### config.mk
export PLATFORM = sky130hd
export DESIGN_NAME = mult_add_fx
export DESIGN_NICKNAME = d
export VERILOG_FILES = /design/src/rtl/mult_add_fx_pkg.sv /design/src/rtl/mult_add_fx_sat.sv /design/src/rtl/mult_add_fx.sv
export SDC_FILE = /design/constraint.sdc
export NUM_CORES = 1
export LEC_CHECK = 0
export ABC_AREA = 1
export CELL_PAD_IN_SITES_DETAIL_PLACEMENT = 0
export CELL_PAD_IN_SITES_GLOBAL_PLACEMENT = 1
export CORE_AREA = 2 2 150 152
export DETAILED_ROUTE_END_ITERATION = 8
export DIE_AREA = 0 0 152 154
export PLACE_DENSITY_LB_ADDON = 0.1
export SETUP_SLACK_MARGIN = 0.2
export SLEW_MARGIN = 20
export SYNTH_ARGS = -nofsm -noshare
export SYNTH_HDL_FRONTEND = slang
export SYNTH_HIERARCHICAL = 1
export SYNTH_SLANG_ARGS = --single-unit
### constraint.sdc
create_clock -name clk -period 2.5 [get_ports clk]
set_input_delay 0.375 -clock clk [delete_from_list [all_inputs] [get_ports clk]]
set_output_delay 0.375 -clock clk [all_outputs]
set_load 0.005 [all_outputs]
### src/rtl/mult_add_fx_pkg.sv
// Shared constants and helpers for the fixed-point multiply-add family.
// Widths are derived here so every block sizes its sum/accumulator the same way.
// All helpers are constant-foldable and usable in localparam expressions.
package mult_add_fx_pkg;

   // Widest intermediate handled by the helpers below.
   localparam int MAX_W = 64;

   // Internal sum / accumulator width: data width plus integer guard bits.
   function automatic int acc_width(input int dw, input int guard);
      return dw + guard;
   endfunction

   // Half-LSB bias added to the 2*DW product before the DW-1 fraction bits are dropped.
   function automatic logic signed [MAX_W-1:0] round_bias(input int dw, input int round_en);
      if (round_en != 0) begin
         return 64'sd1 <<< (dw - 2);
      end
      return '0;
   endfunction

   // Clamp a signed value to the range representable in 'width' signed bits.
   function automatic logic signed [MAX_W-1:0] sat_trunc(input logic signed [MAX_W-1:0] value,
                                                         input int width);
      logic signed [MAX_W-1:0] hi;
      logic signed [MAX_W-1:0] lo;
      hi = (64'sd1 <<< (width - 1)) - 64'sd1;
      lo = -(64'sd1 <<< (width - 1));
      if (value > hi) begin
         return hi;
      end
      if (value < lo) begin
         return lo;
      end
      return value;
   endfunction

endpackage

### src/rtl/mult_add_fx_sat.sv
// Narrows a signed IW-bit value to OW bits by clamping (SAT=1) or wrapping (SAT=0).
// Purely combinational, zero latency.
// ovf flags any input outside the OW-bit signed range, regardless of SAT.
module fx_sat #(
   parameter int IW  = 10,
   parameter int OW  = 8,
   parameter int SAT = 1
) (
   input  logic signed [IW-1:0] din,
   output logic signed [OW-1:0] dout,
   output logic                 ovf
);

   // In range exactly when all bits from the OW-1 sign position upward agree.
   always_comb begin
      ovf  = !((&din[IW-1:OW-1]) || !(|din[IW-1:OW-1]));
      dout = din[OW-1:0];
      if ((SAT != 0) && ovf) begin
         dout = din[IW-1] ? {1'b1, {(OW-1){1'b0}}} : {1'b0, {(OW-1){1'b1}}};
      end
   end

endmodule

### src/rtl/mult_add_fx.sv
// Pipelined signed Q1.(DW-1) multiply-add / multiply-accumulate with rounding and saturation.
// Latency 3 cycles (S1 product, S2 sum/accumulate, S3 output conversion), 1 sample/cycle.
// No backpressure: every valid sample is accepted and emitted; gaps pass through unchanged.
module mult_add_fx
   import mult_add_fx_pkg::*;
#(
   parameter int DW    = 8,
   parameter int GUARD = 2,
   parameter int ROUND = 0,
   parameter int SAT   = 1
) (
   input  logic                 clk,
   input  logic                 rst,
   input  logic                 val_in,
   input  logic signed [DW-1:0] a,
   input  logic signed [DW-1:0] b,
   input  logic signed [DW-1:0] c,
   input  logic                 acc_mode,
   input  logic                 acc_clr,
   input  logic                 ovf_clr,
   output logic signed [DW-1:0] s,
   output logic                 rdy_out,
   output logic                 ovf_out,
   output logic                 ovf_sticky
);

   localparam int ACC_W = acc_width(DW, GUARD);
   localparam int PW    = 2 * DW;
   localparam int PRW   = DW + 1;
   localparam logic signed [PW-1:0] BIAS = PW'(round_bias(DW, ROUND));

   // ---------------- S1: full-precision product and sideband ----------------
   logic signed [PW-1:0] p_d,  p_q;
   logic signed [DW-1:0] c1_d, c1_q;
   logic                 mode1_d, mode1_q;
   logic                 clr1_d,  clr1_q;
   logic                 vld1_d,  vld1_q;

   // Capture the product and the controls that travel with it.
   always_comb begin
      p_d     = a * b;
      c1_d    = c;
      mode1_d = acc_mode;
      clr1_d  = acc_clr;
      vld1_d  = val_in;
   end

   // S1 register bank.
   always_ff @(posedge clk or posedge rst) begin
      if (rst) begin
         p_q     <= '0;
         c1_q    <= '0;
         mode1_q <= 1'b0;
         clr1_q  <= 1'b0;
         vld1_q  <= 1'b0;
      end else begin
         p_q     <= p_d;
         c1_q    <= c1_d;
         mode1_q <= mode1_d;
         clr1_q  <= clr1_d;
         vld1_q  <= vld1_d;
      end
   end

   // ---------------- S2: product scaling, add or accumulate ----------------
   logic signed [PRW-1:0]   pr;
   logic signed [ACC_W-1:0] pr_ext;
   logic signed [ACC_W-1:0] c_ext;
   logic signed [ACC_W:0]   acc_sum;
   logic signed [MAX_W-1:0] acc_wide;
   logic signed [MAX_W-1:0] acc_clamp;
   logic                    acc_sat;
   logic                    acc_sat_evt;
   logic signed [ACC_W-1:0] acc_d,  acc_q;
   logic signed [ACC_W-1:0] sum_d,  sum_q;
   logic                    vld2_d, vld2_q;

   // Scale the product back to Q2.(DW-1), then form the sum for the selected mode.
   always_comb begin
      // The rounding add has headroom: |p| <= 2^(2DW-2), bias is only 2^(DW-2).
      pr       = PRW'((p_q + BIAS) >>> (DW - 1));
      pr_ext   = {{(ACC_W - PRW){pr[PRW-1]}}, pr};
      c_ext    = {{GUARD{c1_q[DW-1]}}, c1_q};
      // One extra bit so the raw accumulate cannot wrap before it is clamped.
      acc_sum  = {acc_q[ACC_W-1], acc_q} + {pr_ext[ACC_W-1], pr_ext};
      acc_wide = {{(MAX_W - ACC_W - 1){acc_sum[ACC_W]}}, acc_sum};
      acc_clamp = sat_trunc(acc_wide, ACC_W);
      acc_sat   = (acc_clamp != acc_wide);

      acc_d       = acc_q;
      sum_d       = sum_q;
      vld2_d      = vld1_q;
      acc_sat_evt = 1'b0;

      if (vld1_q) begin
         if (!mode1_q) begin
            // Add mode: guard bits absorb c + pr, the accumulator is left alone.
            sum_d = c_ext + pr_ext;
         end else if (clr1_q) begin
            // Fresh accumulation seeded with this sample's product.
            acc_d = pr_ext;
            sum_d = pr_ext;
         end else begin
            acc_d       = acc_clamp[ACC_W-1:0];
            sum_d       = acc_clamp[ACC_W-1:0];
            acc_sat_evt = acc_sat;
         end
      end else if (clr1_q) begin
         // A clear with no sample still restarts the accumulator from zero.
         acc_d = '0;
      end
   end

   // S2 register bank including the accumulator.
   always_ff @(posedge clk or posedge rst) begin
      if (rst) begin
         acc_q  <= '0;
         sum_q  <= '0;
         vld2_q <= 1'b0;
      end else begin
         acc_q  <= acc_d;
         sum_q  <= sum_d;
         vld2_q <= vld2_d;
      end
   end

   // ---------------- S3: narrow to DW bits, flag overflow ----------------
   logic signed [DW-1:0] sat_dat;
   logic                 sat_ovf;
   logic signed [DW-1:0] s_d,      s_q;
   logic                 ovf_d,    ovf_q;
   logic                 rdy_d,    rdy_q;
   logic                 sticky_d, sticky_q;

   fx_sat #(
      .IW  (ACC_W),
      .OW  (DW),
      .SAT (SAT)
   ) u_fx_sat (
      .din  (sum_q),
      .dout (sat_dat),
      .ovf  (sat_ovf)
   );

   // Outputs hold between valid samples; sticky set beats a same-cycle clear.
   always_comb begin
      s_d      = s_q;
      ovf_d    = ovf_q;
      rdy_d    = vld2_q;
      sticky_d = sticky_q;
      if (vld2_q) begin
         s_d   = sat_dat;
         ovf_d = sat_ovf;
      end
      if (ovf_clr) begin
         sticky_d = 1'b0;
      end
      if ((vld2_q && sat_ovf) || acc_sat_evt) begin
         sticky_d = 1'b1;
      end
   end

   // S3 output register bank.
   always_ff @(posedge clk or posedge rst) begin
      if (rst) begin
         s_q      <= '0;
         ovf_q    <= 1'b0;
         rdy_q    <= 1'b0;
         sticky_q <= 1'b0;
      end else begin
         s_q      <= s_d;
         ovf_q    <= ovf_d;
         rdy_q    <= rdy_d;
         sticky_q <= sticky_d;
      end
   end

   assign s          = s_q;
   assign ovf_out    = ovf_q;
   assign rdy_out    = rdy_q;
   assign ovf_sticky = sticky_q;

endmodule

==> metrics <==
Lkg Pwr=3.72 nW; Slew Viols, Final=0; DIE WIDTH=152 um; Worst Hold Class=in2async; worst vdd ir=0.000530 V; run status=complete, but fails checks; CTS Sinks=52; DP HPWL=11800 um; Post-Syn Instances=655; All-Layer GR Usage=12.2%; Core Region=21700 sq um; largest net degree at the start of global routing=19; Slew @ Worst Pin=0.445 ns; I/O pin cnt=41; global-route wire length before repair=23700 um; minimum clock period=3.60 ns; final core utilization=33.5%; FMAX=278 MHz; flop2flop setup slack=0.33 ns; total number of vias=4303; CTS tree=built; RePlAce Congestion=0.767; Main synth FF type=dfrtp_1; Seq/Total Area, Yosys=24.4%; Syn. warnings=6; RSZ-0062 raised after global routing=true; Worst EP required=2.70 ns; post-synth top area share=24.4%; share of cells above drive strength 1=29.6%; Post-Syn Nets=786; Pwr per Cell Area=1300 nW/um^2; CTS H-tree depth=2; Worst Reg-to-Reg Cells=17; crit path max fanout=3; ANT cells=0; critical path's most frequent cell=fa_1; vias in the first global route=4734; worst reg2reg path endpoint=sum_q[6]; Reg clk slew, reported paths=0.07 ns; # nets final=893; # DRC=0; DRT antenna net count=0; cells along the critical path=buf_8, inv_4, buf_12, or2_4, fa_1, inv_1, fa_1, fa_1, fa_1, ha_4, a21oi_4, o21ai_4, a21o_1, a21oi_2, xor2_1; asr flop ratio synth=100%; critical path class=in2reg; slowest stage cell, crit path=fa_1; fin worst setup slack=-1.10 ns; Seq cells post-synth=52; relative slew slack=70.4%; clock root cell=clkbuf_16; Via density=4.13; GRT overflow=0; most common cell after layout, fill and taps aside=nand2_1; commonest non-fill, non-tap cells in the layout=nand2_1 (152), inv_1 (121), buf_4 (63); Area contributors post-synth=dfrtp_1 (24%), fa_1 (21%), nand2_1 (12%); max-cap check violation count=0; CP Launch Type=input port; Syn Std Cell Area=5330 sq um; DRT Wirelength=13900 um; max incr delay on CP=0.54 ns; die height=154 um; Post-CTS Hold Buffers=0; Starting Density=24.6%; failing checks=negative setup slack; Routed WL per cell=13.3 um; final hold viol count=0; clk_lat worst skew=0.29 ns; number of distinct library cells after synthesis=35; hold slack=0.376 ns; Final period util=144%; Post-synth EDFFs=0; Final setup viols=9; Synth area leader=dfrtp_1; Pre-antenna DRT Iters=4; clk_skew=0.00529 ns; Area Growth Syn to Fin=36.4%; Rows=54; crit path capture type=flip-flop; port buffer count=40; drt initial violations=115; post-synthesis area per instance=8.14 sq um; initial antenna violation count=0; Worst EP arrival=3.81 ns; Crit Reg-Reg Startpoint=p_q[7]; Die ar.=23400 sq um; clock buffer depth=2; CTS buffer count=5
[metrics by stage]
step / instance area [sq um] / setup slack (ns) / std cells / TNS (ns) / power, mW
6_report: 7270 / -1.10 / 1043 / -9.00 / 9.47
5_1_grt: 7270 / -1.26 / 1043 / -10.32 / 10.5
4_1_cts: 7020 / -1.18 / 1038 / -9.60 / 8.93
3_5_place_dp: 6640 / -1.96 / 1019 / -16.88 / 7.68
3_3_place_gp: 6640 / -1.97 / 1019 / -16.99 / 7.70
2_1_floorplan: 5600 / -1.19 / 655 / -9.62 / 5.66
[cells in the mapped netlist (2+ instances only)]
library cell    n
xor2_1         13
fa_1           55
xnor2_1        14
a21oi_2         2
nand2_1       173
dfrtp_1        52
clkbuf_1       13
nand2_2         9
inv_1         142
mux2_2          8
o21ai_2         3
or2_2           6
a211oi_1        2
o21ai_0        10
o21bai_1        3
a21oi_1        29
nand3_1        23
nor2_1         28
nand4_1         4
nor2_8          2
ha_1           46
nand2_4         3
o211ai_1        2
nor3_1          2
[repair_timing]
action	in CTS	in global routing
gates resized for setup	129	48
endpoints found under the hold margin	0	0
endpoints found under the setup margin	25	29
pin swaps	57	40
setup buffers	11	4
gates cloned	0	1
[worst max path at each step]
stage	start	end	slack, ns	cells after the start
detailed placement	b[5]	p_q[14]	-1.96	15
global placement	a[3]	p_q[14]	-1.97	15
finish	b[7]	p_q[12]	-1.10	15
CTS	b[7]	p_q[14]	-1.18	17
global route	b[7]	p_q[15]	-1.26	16
floorplan	b[7]	p_q[14]	-1.19	17
[per-layer routing]
metal | GRT usage, % | part of all wire (%) | vias to the layer above
met5 | 0 | 0 | -
met4 | 1.74 | 0.53 | 0
met3 | 1.30 | 2.5 | 5
met2 | 19.0 | 43 | 35
met1 | 18.7 | 53 | 2071
li1 | - | - | 2192
[cell type report]
class	instances	area [sq um]
clock buffers	8	146
fillers	2294	14400
inverters	142	536
multi-input cells	447	3930
flip-flops and latches	52	1310
well taps	280	350
repair buffers	114	1010
[critical path, delay by kind of cell]
kind                       cells  cell delay (ns)
and+or+nand+nor                1             0.24
AOI/OAI and AO/OA              4             0.54
adders and majority gates      5             2.17
xor gates and xnor gates       1             0.19
buffers and inverters          4             0.28
[report_power, final]
group	switching [mW]	leakage, nW	total (mW)	internal, mW
Combinational	3.67	3.04	7.22	3.55
Sequential	0.343	0.612	1.54	1.20
Clock	0.305	0.0712	0.705	0.401
[state kept, by name, summed over array words and instances (netlist names), 8 cells and up]
register,flops
s,8
c1_q,8
p_q,9
sum_q,10
acc_q,10
[cell families after synthesis]
kind of cell    count (synthesis)  share of synthesized area (%)
compound gates                 56                           6.24
simple gates                  254                           20.6
buf+inv                       157                           11.2
fa+ha+maj                     101                           31.5
xor+xnor                       27                           4.44
flops                          52                           24.4
mux                             8                           1.69
Power figures use the tool's default switching activity.
